### config.mk
export PLATFORM = sky130hd
export DESIGN_NAME = range_input_conditioner_flat
export DESIGN_NICKNAME = d
export VERILOG_FILES = /design/src/rtl/range_pkg.sv /design/src/rtl/range_input_conditioner_if.sv /design/src/rtl/btn_debounce.sv /design/src/rtl/range_input_conditioner.sv /design/src/flat_wrapper.sv
export SDC_FILE = /design/constraint.sdc
export NUM_CORES = 1
export LEC_CHECK = 0
export ABC_AREA = 1
export ABC_CLOCK_PERIOD_IN_PS = 1700
export CORE_MARGIN = 10
export CORE_UTILIZATION = 25
export CTS_BUF_LIST = sky130_fd_sc_hd__clkbuf_16
export DETAILED_ROUTE_END_ITERATION = 10
export GPL_TIMING_DRIVEN = 0
export PLACE_DENSITY = 0.44
export RECOVER_POWER = 100
export SYNTH_ARGS = -nofsm -noshare
export SYNTH_HDL_FRONTEND = slang
export SYNTH_HIERARCHICAL = 1
export SYNTH_SLANG_ARGS = --single-unit
### constraint.sdc
create_clock -name clock -period 1.7 [get_ports clock]
set_input_delay 0.34 -clock clock [delete_from_list [all_inputs] [get_ports clock]]
set_output_delay 0.34 -clock clock [all_outputs]
set_load 0.02 [all_outputs]
### src/rtl/range_pkg.sv
// Shared definitions for the range-finder front end and core.
// Bus width and debounce-counter sizing live here so both sides agree.
package range_pkg;

    localparam int DATA_W           = 8;
    localparam int DEBOUNCE_DEFAULT = 16;

    typedef logic [DATA_W-1:0] data_t;

    // One spare bit above the terminal count keeps the compare free of wrap concerns.
    function automatic int debounce_cnt_w(input int cycles);
        return $clog2(cycles) + 1;
    endfunction

endpackage

### src/rtl/range_input_conditioner_if.sv
// Pin-side bundle of the input conditioner: raw pins in, conditioned signals out.
// The board or bench drives through master; the conditioner attaches as slave.
interface range_input_conditioner_if
    import range_pkg::*;
#(
    parameter int WIDTH = DATA_W
);

    logic [WIDTH-1:0] data_raw;
    logic             go_raw;
    logic             finish_raw;
    logic [WIDTH-1:0] data_in;
    logic             go;
    logic             finish;
    logic             collision;

    modport master (
        output data_raw, go_raw, finish_raw,
        input  data_in, go, finish, collision
    );

    modport slave (
        input  data_raw, go_raw, finish_raw,
        output data_in, go, finish, collision
    );

endinterface

### src/rtl/btn_debounce.sv
// One push-button channel: 2-flop synchronizer, stability counter, debounced level,
// arming after a genuine release, and a registered single-cycle rising-edge pulse.
module btn_debounce
    import range_pkg::*;
#(
    parameter int DEBOUNCE_CYCLES = DEBOUNCE_DEFAULT
) (
    input  logic clock,
    input  logic reset,
    input  logic raw,
    output logic pulse
);

    localparam int                CNT_W    = debounce_cnt_w(DEBOUNCE_CYCLES);
    localparam logic [CNT_W-1:0]  CNT_LAST = CNT_W'(DEBOUNCE_CYCLES - 1);

    logic             sync_meta;
    logic             sync_level;
    logic [1:0]       sync_fill;
    logic [CNT_W-1:0] cnt;
    logic             level;
    logic             level_prev;
    logic             armed;
    logic             differ;
    logic             flip;

    // NOTE: every signal assigned in always_comb gets a value on every path, so no latch is inferred.
    always_comb begin
        differ = sync_level ^ level;
        flip   = differ && (cnt == CNT_LAST);
    end

    // NOTE: sequential state uses <= only, so every flop samples pre-edge values regardless of statement order.
    always_ff @(posedge clock or posedge reset) begin
        if (reset) begin
            sync_meta  <= 1'b0;
            sync_level <= 1'b0;
            sync_fill  <= '0;
            cnt        <= '0;
            level      <= 1'b0;
            level_prev <= 1'b0;
            armed      <= 1'b0;
            pulse      <= 1'b0;
        end else begin
            sync_meta  <= raw;
            sync_level <= sync_meta;
            sync_fill  <= {sync_fill[0], 1'b1};

            // The reset zeros in the synchronizer are not a real release; wait until
            // a post-reset pin sample has reached sync_level before arming.
            if (sync_fill[1] && !sync_level) begin
                armed <= 1'b1;
            end

            if (!differ || flip) begin
                cnt <= '0;
            end else begin
                cnt <= cnt + CNT_W'(1);
            end

            if (flip) begin
                level <= sync_level;
            end

            level_prev <= level;
            pulse      <= level && !level_prev && armed;
        end
    end

endmodule

### src/rtl/range_input_conditioner.sv
// Front end of the range finder: conditions raw GO/FINISH buttons and the data bus,
// arbitrates simultaneous GO/FINISH, and keeps a sticky collision flag.
module range_input_conditioner
    import range_pkg::*;
#(
    parameter int WIDTH           = DATA_W,
    parameter int DEBOUNCE_CYCLES = DEBOUNCE_DEFAULT
) (
    input logic                      clock,
    input logic                      reset,
    range_input_conditioner_if.slave io
);

    localparam int               CNT_W    = debounce_cnt_w(DEBOUNCE_CYCLES);
    localparam logic [CNT_W-1:0] CNT_LAST = CNT_W'(DEBOUNCE_CYCLES - 1);

    logic             go_pulse;
    logic             finish_pulse;
    logic             collision_q;
    logic [WIDTH-1:0] data_meta;
    logic [WIDTH-1:0] data_sync;
    logic [WIDTH-1:0] data_prev;
    logic [WIDTH-1:0] data_q;
    logic [CNT_W-1:0] data_cnt;
    logic             data_stable;
    logic             data_load;

    btn_debounce #(.DEBOUNCE_CYCLES(DEBOUNCE_CYCLES)) u_go_btn (
        .clock (clock),
        .reset (reset),
        .raw   (io.go_raw),
        .pulse (go_pulse)
    );

    btn_debounce #(.DEBOUNCE_CYCLES(DEBOUNCE_CYCLES)) u_finish_btn (
        .clock (clock),
        .reset (reset),
        .raw   (io.finish_raw),
        .pulse (finish_pulse)
    );

    // The extra data_prev stage aligns the load with the button pulse edge, so the
    // core samples freshly settled data together with go/finish.
    always_comb begin
        data_stable = (data_sync == data_prev);
        data_load   = data_stable && (data_cnt == CNT_LAST);
    end

    always_ff @(posedge clock or posedge reset) begin
        if (reset) begin
            data_meta   <= '0;
            data_sync   <= '0;
            data_prev   <= '0;
            data_cnt    <= '0;
            data_q      <= '0;
            collision_q <= 1'b0;
        end else begin
            data_meta <= io.data_raw;
            data_sync <= data_meta;
            data_prev <= data_sync;

            if (!data_stable || data_load) begin
                data_cnt <= '0;
            end else begin
                data_cnt <= data_cnt + CNT_W'(1);
            end

            if (data_load) begin
                data_q <= data_sync;
            end

            if (go_pulse && finish_pulse) begin
                collision_q <= 1'b1;
            end
        end
    end

    // FINISH wins a same-edge tie; collision is visible on that very edge.
    assign io.data_in   = data_q;
    assign io.go        = go_pulse && !finish_pulse;
    assign io.finish    = finish_pulse;
    assign io.collision = collision_q || (go_pulse && finish_pulse);

endmodule
### src/flat_wrapper.sv
// flat-port wrapper written by rule: the top's interface ports become plain ports
module range_input_conditioner_flat import range_pkg::*;
#(
    parameter int WIDTH           = DATA_W,
    parameter int DEBOUNCE_CYCLES = DEBOUNCE_DEFAULT
)
  (clock, reset, io_data_raw, io_go_raw, io_finish_raw, io_data_in, io_go, io_finish, io_collision);
  range_input_conditioner_if #(.WIDTH(WIDTH)) io_i ();
  input logic clock;
  input logic reset;
  input wire logic [$bits(io_i.data_raw)-1:0] io_data_raw;
  input wire logic [$bits(io_i.go_raw)-1:0] io_go_raw;
  input wire logic [$bits(io_i.finish_raw)-1:0] io_finish_raw;
  output wire logic [$bits(io_i.data_in)-1:0] io_data_in;
  output wire logic [$bits(io_i.go)-1:0] io_go;
  output wire logic [$bits(io_i.finish)-1:0] io_finish;
  output wire logic [$bits(io_i.collision)-1:0] io_collision;
  assign io_i.data_raw = io_data_raw;
  assign io_i.go_raw = io_go_raw;
  assign io_i.finish_raw = io_finish_raw;
  assign io_data_in = io_i.data_in;
  assign io_go = io_i.go;
  assign io_finish = io_i.finish;
  assign io_collision = io_i.collision;
  range_input_conditioner #(.WIDTH(WIDTH), .DEBOUNCE_CYCLES(DEBOUNCE_CYCLES)) u_core (.clock(clock), .reset(reset), .io(io_i));
endmodule
==> run_results.csv, run 1 <==
group,metric,value,unit
worst_setup_path,r2r_end,"u_core/data_cnt[2]",
min_path,hold_depth,0,
clocking,cts_buffer_depth,2,
grt,antenna_found_initial,0,
sta,fmax,617,MHz
finish,drive_gt1_share,10.8,%
clocking,clock-sinks,64,
clocking,cts_root_buf,"clkbuf_16",
place,hpwlAfterDp,2550,um
sta,grt_setup_unrepaired,"false",
finish,finalNetCount,254,
finish,layout_commonest_cell,"dfrtp_1",
worst_setup_path,path_cells,"clkdlybuf4s50_1",
yosys,ys_seq_area_share,67.8,%
yosys,synth.area.top_cells,"dfrtp_1, nand2_1, inv_1",
yosys,yosys.area.top_type,"dfrtp_1",
worst_setup_path,end_kind,"output pin",
floorplan,io_pins,23,
clocking,cts.reportedPaths.clkPinSlew,0.05,ns
grt,grt_max_degree,39,
yosys,syn_nets,221,
yosys,post_synth.cell_area_avg,11.6,um^2
grt,grt_pass1_vias,1546,
grt,grt_pass1_wl,6910,um
clocking,cts_tree,"yes",
clocking,numCtsBuffers,9,
floorplan,die_h,117,um
finish,diodes,0,
power_and_ir_drop,p_leak,1.52,nW
clocking,hold_buffers,0,
place,dp_cells,354,
worst_setup_path,crit_buf_inv,1,
clocking,worstSkewPairLatency,0.32,ns
worst_setup_path,worst-path-max-fanout,2,
routing,first_pass_iters,4,
worst_setup_path,crit_family,"buffers and inverters",
finish,utilization,32.2,%
worst_setup_path,slowest_delay,0.62,ns
routing,drt-initial-drc-count,54,
power_and_ir_drop,peakVddDrop,0.000525,V
outcome,status,"complete, no violations",
routing,ant_nets,0,
floorplan,dieArea,13700,um^2
floorplan,initial_core_util,25.6,%
sta,finalWorstSetupSlack,0.0783,ns
min_path,min-delay-start,"u_core/data_meta[7]",
yosys,async_reset_ff_share,100,%
routing,wl_per_cell,10.1,um
grt,gr-total-overflow,0,
worst_setup_path,required,1.36,ns
min_path,hold_end,"u_core/data_sync[7]",
flow_run,maxCapViolations,0,
sta,worst_pin_slew,0.798,ns
finish,area_delta_synth_final,26.0,%
yosys,synth_edf_count,0,
min_path,hold_path_class,"flip-flop to flip-flop",
sta,finalSetupViolations,0,
worst_setup_path,cp-start-kind,"flip-flop",
worst_setup_path,crit_arrival,1.28,ns
worst_setup_path,critPathKind,"flip-flop to output pin",
worst_setup_path,slowest_stage,"clkdlybuf4s50_1",
worst_setup_path,worstReg2RegStart,"u_core/data_cnt[0]",
sta,final_max_slew_viol_count,0,
floorplan,dieWidth,117,um
sta,slew-limit-headroom,46.7,%
place,dp_slack,0.0875,ns
yosys,ys_ff_latch,64,
routing,drcViolationCount,0,
clocking,h-tree-depth,3,
worst_setup_path,worst_r2r_path_depth,6,
yosys,ys_types,22,
routing,drt_wl_total,3730,um
finish,nFillCells,956,
yosys,ys.warnings.count,6,
yosys,synthCells,203,
sta,skew,0.00326,ns
floorplan,rows,35,
routing,dr_total_vias,1391,
place,gp_congestion,0.668,
yosys,yosys.area.top_type_share,67.8,%
grt,gr-usage-all-layers,6.56,%
yosys,synth_top_flop_cell,"dfrtp_1",
finish,stdcell_count,370,
place,io_buffer_count,22,
yosys,synth_area,2360,um^2
sta,finalHoldViolCount,0,
routing,viasPerCell,3.76,
worst_setup_path,r2r_slack,0.13,ns
sta,period_share,95.4,%
sta,fin_crit,1.62,ns
finish,final_cell_mix,"dfrtp_1, nand2_1, inv_1",
floorplan,core,9240,um^2
power_and_ir_drop,p_per_area,1110,nW/um^2
-- cell type report --
class | instances | area, um^2 | area share (%)
buffer | 1 | 5.00 | 0.168
clock buffer | 9 | 225 | 7.57
clock inverter | 7 | 30.0 | 1.01
inverter | 28 | 105 | 3.53
multi-input combinational | 110 | 629 | 21.2
sequential | 64 | 1600 | 53.8
tap | 129 | 161 | 5.43
timing repair buffer | 22 | 216 | 7.28
-- what timing repair did --
action | CTS | global route
endpoints found under the setup margin | 3 | 1
setup buffers | 0 | 0
resized for setup | 3 | 1
-- stage by stage --
step / hold slack (ns) / setup TNS [ns] / area [um^2] / power (W)
5_1_grt: 0.349 / 0 / 2970 / 0.00345
2_1_floorplan: 0.217 / 0 / 2360 / 0.00172
3_5_place_dp: 0.336 / 0 / 2740 / 0.00177
6_report: 0.344 / 0 / 2970 / 0.00330
3_3_place_gp: 0.332 / -20.61 / 2740 / 0.00177
4_1_cts: 0.346 / 0 / 2990 / 0.00337
-- power breakdown --
group | switching, W | internal (W)
clock | 0.000609 | 0.000955
combinational | 0.0000784 | 0.0000471
sequential | 0.0000305 | 0.00158
total | 0.000718 | 0.00258
-- cells by family (layout without fill, tap and decap cells) --
group                    after synthesis  count (layout)  share of synthesized area [%]
flip-flops                            64              64                           67.8
AND/OR/NAND/NOR                       89              89                           19.6
AO/OA/AOI/OAI                          6               6                           1.80
adder cells (fa/ha/maj)                6               6                           3.18
XOR/XNOR                               7               7                           2.60
buffers and inverters                 29              67                           4.66
other                                  2               2                          0.318
-- cell usage after synthesis, types with 3 or more instances --
library cell	count
xnor2_1	6
nand3_1	3
inv_1	26
nand2_1	45
nand2_2	6
nor2_2	7
ha_1	6
nor2_1	11
nand4_1	10
dfrtp_1	64
-- flip-flops by register name (all words and copies together) (netlist names), 2 cells and up --
register	flops
u_core/data_meta	8
u_core/data_prev	8
u_core/data_sync	8
u_core/io.data_in	8
u_core/data_cnt	5
u_core/u_finish_btn/cnt	5
u_core/u_go_btn/cnt	5
u_core/u_finish_btn/sync_fill	2
u_core/u_go_btn/sync_fill	2
-- how the worst max path moves through the flow --
stage	startpoint	endpoint	slack [ns]	cells past startpoint
global route	u_core/io.data_in[0]	io_data_in[0]	0.03	1
CTS	u_core/io.data_in[0]	io_data_in[0]	0.06	1
finish	u_core/io.data_in[0]	io_data_in[0]	0.08	1
detailed placement	u_core/data_cnt[0]	u_core/data_cnt[3]	0.09	6
floorplan	u_core/data_cnt[0]	u_core/data_cnt[0]	0.23	6
global placement	reset	u_core/data_sync[4]	-0.54	2
-- layer usage --
metal  track usage, %  routed length [um]  up-vias
li1                 -                   -      691
met1             7.01                1650      671
met2             10.3                1740       24
met3             3.98                 272        5
met4             2.72                  69        0
met5                0                   0        -
Power figures use the tool's default switching activity.
==> inputs of run 2 (changes only) <==
--- a/config.mk
+++ b/config.mk
@@ -14,6 +14,7 @@
 export GPL_TIMING_DRIVEN = 0
 export PLACE_DENSITY = 0.44
 export RECOVER_POWER = 100
+export SLEW_MARGIN = 20
 export SYNTH_ARGS = -nofsm -noshare
 export SYNTH_HDL_FRONTEND = slang
 export SYNTH_HIERARCHICAL = 1
==> run_results.csv, run 2 (synthesis gave the netlist of run 1 again) <==
group,metric,value,unit
outcome,status,"complete, no violations",
sta,fin_crit,1.63,ns
grt,grt_max_degree,21,
floorplan,core,9240,um^2
floorplan,die_h,117,um
clocking,cts_root_buf,"clkbuf_16",
clocking,cts_tree,"yes",
worst_setup_path,worstReg2RegStart,"u_core/data_cnt[0]",
power_and_ir_drop,fin_total_pwr,0.00345,W
worst_setup_path,r2r_slack,0.21,ns
worst_setup_path,r2r_end,"u_core/io.data_in[3]",
clocking,hold_buffers,0,
worst_setup_path,required,1.36,ns
worst_setup_path,end_kind,"output pin",
floorplan,rows,35,
flow_run,maxCapViolations,0,
clocking,worstSkewPairLatency,0.32,ns
sta,fmax,613,MHz
power_and_ir_drop,peakVddDrop,0.000450,V
place,dp_slack,0.0840,ns
worst_setup_path,worst-path-max-fanout,2,
power_and_ir_drop,p_per_area,1140,nW/um^2
worst_setup_path,slowest_stage,"clkdlybuf4s50_1",
clocking,numCtsBuffers,9,
sta,slew-limit-headroom,46.1,%
worst_setup_path,path_cells,"clkdlybuf4s50_1",
sta,finalWorstSetupSlack,0.0687,ns
grt,antenna_found_initial,0,
routing,ant_nets,0,
worst_setup_path,slowest_delay,0.62,ns
place,place_area,2770,um^2
floorplan,initial_core_util,25.6,%
routing,drcViolationCount,0,
worst_setup_path,crit_arrival,1.29,ns
finish,layout_commonest_cell,"dfrtp_1",
sta,finalHoldViolCount,0,
routing,viasPerCell,3.79,
routing,wl_per_cell,10.3,um
finish,finalInstanceArea,3020,um^2
clocking,h-tree-depth,3,
clocking,cts.reportedPaths.clkPinSlew,0.05,ns
routing,drt_wl_total,3800,um
sta,grt_setup_unrepaired,"false",
floorplan,dieArea,13700,um^2
sta,finalSetupViolations,0,
sta,final_max_slew_viol_count,0,
worst_setup_path,crit_buf_inv,1,
worst_setup_path,critPathKind,"flip-flop to output pin",
place,io_buffer_count,22,
grt,gr-usage-all-layers,6.72,%
min_path,hold_end,"u_core/data_sync[5]",
grt,grt_pass1_vias,1570,
finish,area_delta_synth_final,27.9,%
worst_setup_path,crit_family,"buffers and inverters",
place,dp_cells,355,
routing,first_pass_iters,4,
worst_setup_path,worst_r2r_path_depth,6,
finish,final_cell_mix,"dfrtp_1, nand2_1, inv_1",
sta,period_share,96.0,%
finish,finalNetCount,254,
clocking,cts_buffer_depth,2,
finish,drive_gt1_share,11.2,%
floorplan,io_pins,23,
grt,grt_pass1_wl,7090,um
routing,drt-initial-drc-count,47,
min_path,min-delay-start,"u_core/data_meta[5]",
floorplan,dieWidth,117,um
place,hpwlAfterDp,2620,um
place,gp_congestion,0.668,
min_path,hold_depth,0,
worst_setup_path,cp-start-kind,"flip-flop",
min_path,hold_path_class,"flip-flop to flip-flop",
power_and_ir_drop,p_leak,1.54,nW
finish,stdcell_count,370,
finish,diodes,0,
grt,gr-total-overflow,0,
finish,utilization,32.7,%
clocking,clock-sinks,64,
routing,dr_total_vias,1401,
sta,skew,0.00698,ns
sta,worst_pin_slew,0.807,ns
-- run 2: timing repair --
action                     CTS  global route
setup buffers                0             0
resized for setup            3             1
pin swaps                    0             0
setup endpoints to repair    3             4
-- run 2: how the worst max path moves through the flow --
stage,startpoint,end,cells after the start
detailed placement,u_core/data_cnt[0],u_core/data_cnt[3],6
global placement,reset,u_core/data_sync[4],2
floorplan,u_core/data_cnt[0],u_core/data_cnt[0],6
CTS,u_core/io.data_in[0],io_data_in[0],1
finish,u_core/io.data_in[0],io_data_in[0],1
global route,u_core/io.data_in[0],io_data_in[0],1
-- run 2: cell type report --
| type | instances | area, um^2 |
|---|---|---|
| fill | 974 | 6220 |
| sequential | 64 | 1600 |
| multi-input combinational | 110 | 627 |
| timing repair buffer | 23 | 244 |
| clock buffer | 9 | 225 |
| tap | 129 | 161 |
| inverter | 28 | 105 |
| clock inverter | 7 | 55.1 |
-- run 2: layer usage --
layer	vias up	track usage (%)	part of all wire, %
met3	6	3.67	7.3
met5	-	0	0
met1	679	7.56	44
met4	0	3.29	1.8
met2	25	10.2	47
li1	691	-	-
-- run 2: worst reg2reg max path: stages, from the launching register on --
cell	delay (ns)
dfrtp_1	0.37
ha_1	0.19
and3_1	0.17
ha_2	0.29
nand3_2	0.21
nand2_1	0.11
nand2_1	0.05
-- run 2: where the power goes --
part / switching [W] / internal [W] / leakage, nW / total (W)
logic: 0.0000784 / 0.0000532 / 0.586 / 0.000132
registers: 0.0000309 / 0.00158 / 0.805 / 0.00161
clock network: 0.000607 / 0.00111 / 0.147 / 0.00171
-- run 2: per-stage QoR --
| step | setup TNS (ns) | hold WS [ns] |
|---|---|---|
| detailed placement | 0 | 0.335 |
| floorplan | 0 | 0.217 |
| finish | 0 | 0.336 |
| global route | 0 | 0.344 |
| CTS | 0 | 0.342 |
| global placement | -20.61 | 0.332 |
==> inputs of run 3 (changes only) <==
--- a/config.mk
+++ b/config.mk
@@ -7,12 +7,14 @@
 export LEC_CHECK = 0
 export ABC_AREA = 1
 export ABC_CLOCK_PERIOD_IN_PS = 1700
+export CELL_PAD_IN_SITES_DETAIL_PLACEMENT = 1
+export CELL_PAD_IN_SITES_GLOBAL_PLACEMENT = 1
 export CORE_MARGIN = 10
-export CORE_UTILIZATION = 25
+export CORE_UTILIZATION = 45
 export CTS_BUF_LIST = sky130_fd_sc_hd__clkbuf_16
 export DETAILED_ROUTE_END_ITERATION = 10
 export GPL_TIMING_DRIVEN = 0
-export PLACE_DENSITY = 0.44
+export PLACE_DENSITY = 0.81
 export RECOVER_POWER = 100
 export SLEW_MARGIN = 20
 export SYNTH_ARGS = -nofsm -noshare
==> constraint.sdc (replaced) <==
create_clock -name clock -period 1.7 [get_ports clock]
set_input_delay 0.17 -clock clock [delete_from_list [all_inputs] [get_ports clock]]
set_output_delay 0.17 -clock clock [all_outputs]
set_load 0.02 [all_outputs]
==> run_results.csv, run 3 (synthesis gave the netlist of run 1 again) <==
group,metric,value,unit
outcome,status,"complete, no violations",
grt,grt_pass1_wl,8740,um
power_and_ir_drop,fin_total_pwr,0.00366,W
worst_setup_path,crit_buf_inv,1,
worst_setup_path,slowest_delay,0.71,ns
clocking,cts_root_buf,"clkbuf_16",
routing,first_pass_iters,4,
clocking,worstSkewPairLatency,0.32,ns
clocking,cts_buffer_depth,2,
finish,final_cell_mix,"dfrtp_1, nand2_1, inv_1",
clocking,numCtsBuffers,9,
power_and_ir_drop,peakVddDrop,0.000885,V
power_and_ir_drop,p_per_area,1240,nW/um^2
finish,layout_commonest_cell,"dfrtp_1",
floorplan,io_pins,23,
grt,grt_max_degree,27,
place,io_buffer_count,22,
routing,ant_nets,0,
sta,finalHoldViolCount,0,
worst_setup_path,path_cells,"dlygate4sd3_1",
routing,drt_wl_total,4890,um
floorplan,dieWidth,92.4,um
worst_setup_path,required,1.53,ns
grt,grt_pass1_vias,1796,
finish,area_delta_synth_final,24.9,%
place,hpwlAfterDp,3120,um
sta,grt_setup_unrepaired,"false",
sta,tns,0,ns
grt,antenna_found_initial,0,
floorplan,rows,26,
flow_run,maxCapViolations,0,
clocking,post_cts_buffers,0,
worst_setup_path,crit_arrival,1.44,ns
sta,skew,0.00554,ns
finish,nFillCells,553,
worst_setup_path,crit_family,"buffers and inverters",
routing,viasPerCell,4.78,
worst_setup_path,worst-path-max-fanout,4,
sta,worst_pin_slew,0.638,ns
grt,gr-usage-all-layers,13.2,%
power_and_ir_drop,p_leak,1.55,nW
floorplan,core,5110,um^2
sta,final_max_slew_viol_count,0,
clocking,clock-sinks,64,
finish,drive_gt1_share,11.6,%
worst_setup_path,slowest_stage,"dlygate4sd3_1",
sta,finalSetupViolations,0,
floorplan,dieArea,8540,um^2
finish,finalNetCount,254,
place,gp_congestion,0.708,
worst_setup_path,critPathKind,"flip-flop to output pin",
sta,period_share,94.4,%
sta,fmax,623,MHz
worst_setup_path,end_kind,"output pin",
grt,gr-total-overflow,0,
clocking,cts_tree,"yes",
clocking,cts.reportedPaths.clkPinSlew,0.05,ns
routing,dr_total_vias,1487,
floorplan,initial_core_util,46.2,%
worst_setup_path,cp-start-kind,"flip-flop",
routing,drcViolationCount,0,
floorplan,die_h,92.4,um
clocking,h-tree-depth,3,
finish,diodes,0,
routing,wl_per_cell,15.7,um
sta,slew-limit-headroom,57.5,%
routing,drt-initial-drc-count,50,
sta,fin_crit,1.61,ns
min_path,hold_path_class,"flip-flop to flip-flop",
## run 3: changes by cell type in the layout (fill, tap and decap cells not counted), moves of 2 or more
cell,previous run,this run
nor2_2,5,3
inv_1,30,28
dlygate4sd2_1,3,0
dlygate4sd3_1,11,20
clkbuf_1,0,2
nor2_1,13,15
clkdlybuf4s50_1,8,0
## run 3: power by group
| part | leakage (nW) | internal [W] | switching, W | total [W] |
|---|---|---|---|---|
| clock | 0.153 | 0.00127 | 0.000645 | 0.00191 |
| sequential | 0.805 | 0.00158 | 0.0000354 | 0.00161 |
| combinational | 0.591 | 0.0000482 | 0.0000858 | 0.000134 |
| total | 1.55 | 0.00289 | 0.000767 | 0.00366 |
## run 3: metrics by stage
step	util [%]	hold WS (ns)	setup WS, ns	std cells	area [um^2]
2_1_floorplan	-	0.0470	0.228	203	2360
3_3_place_gp	52.3	0.332	-0.234	295	2670
3_5_place_dp	52.6	0.336	0.0556	296	2690
4_1_cts	58.7	0.217	0.0223	312	3000
5_1_grt	57.7	0.355	0.0378	311	2950
6_report	57.7	0.346	0.0946	311	2950
## run 3: per-layer routing
layer,share of wire [%],track usage [%],vias up
li1,-,-,696
met5,0,0,-
met3,4.2,5.41,7
met2,57,23.5,25
met1,37,13.2,759
met4,1.4,6.17,0
## run 3: repair_timing
action / CTS / global route
hold buffers: 0 / 0
endpoints found under the setup margin: 0 / 10
resized for setup: 0 / 3
hold endpoints to repair: 0 / 0
## run 3: layout make-up
class | count | area (um^2) | share of cell area, %
clock inverters | 7 | 86.3 | 2.93
clock buffers | 9 | 225 | 7.64
well taps | 70 | 87.6 | 2.97
repair buffers | 23 | 213 | 7.22
flip-flops and latches | 64 | 1600 | 54.3
inverters | 28 | 105 | 3.57
multi-input cells | 110 | 629 | 21.3
## run 3: path summary, 6_finish.rpt
| path | from | to | slack, ns | cells after the start |
|---|---|---|---|---|
| hold reg to reg | u_core/data_meta[7] | u_core/data_sync[7] | 0.35 | 0 |
| setup reg to reg | u_core/data_cnt[0] | u_core/io.data_in[3] | 0.15 | 6 |
| setup / recovery | u_core/u_finish_btn/pulse | io_finish | 0.09 | 1 |
| hold / removal | u_core/data_meta[7] | u_core/data_sync[7] | 0.35 | 0 |
| max in group asynchronous | reset | u_core/data_prev[6] | 0.29 | 3 |
| min in group asynchronous | reset | u_core/u_go_btn/cnt[0] | 0.37 | 2 |
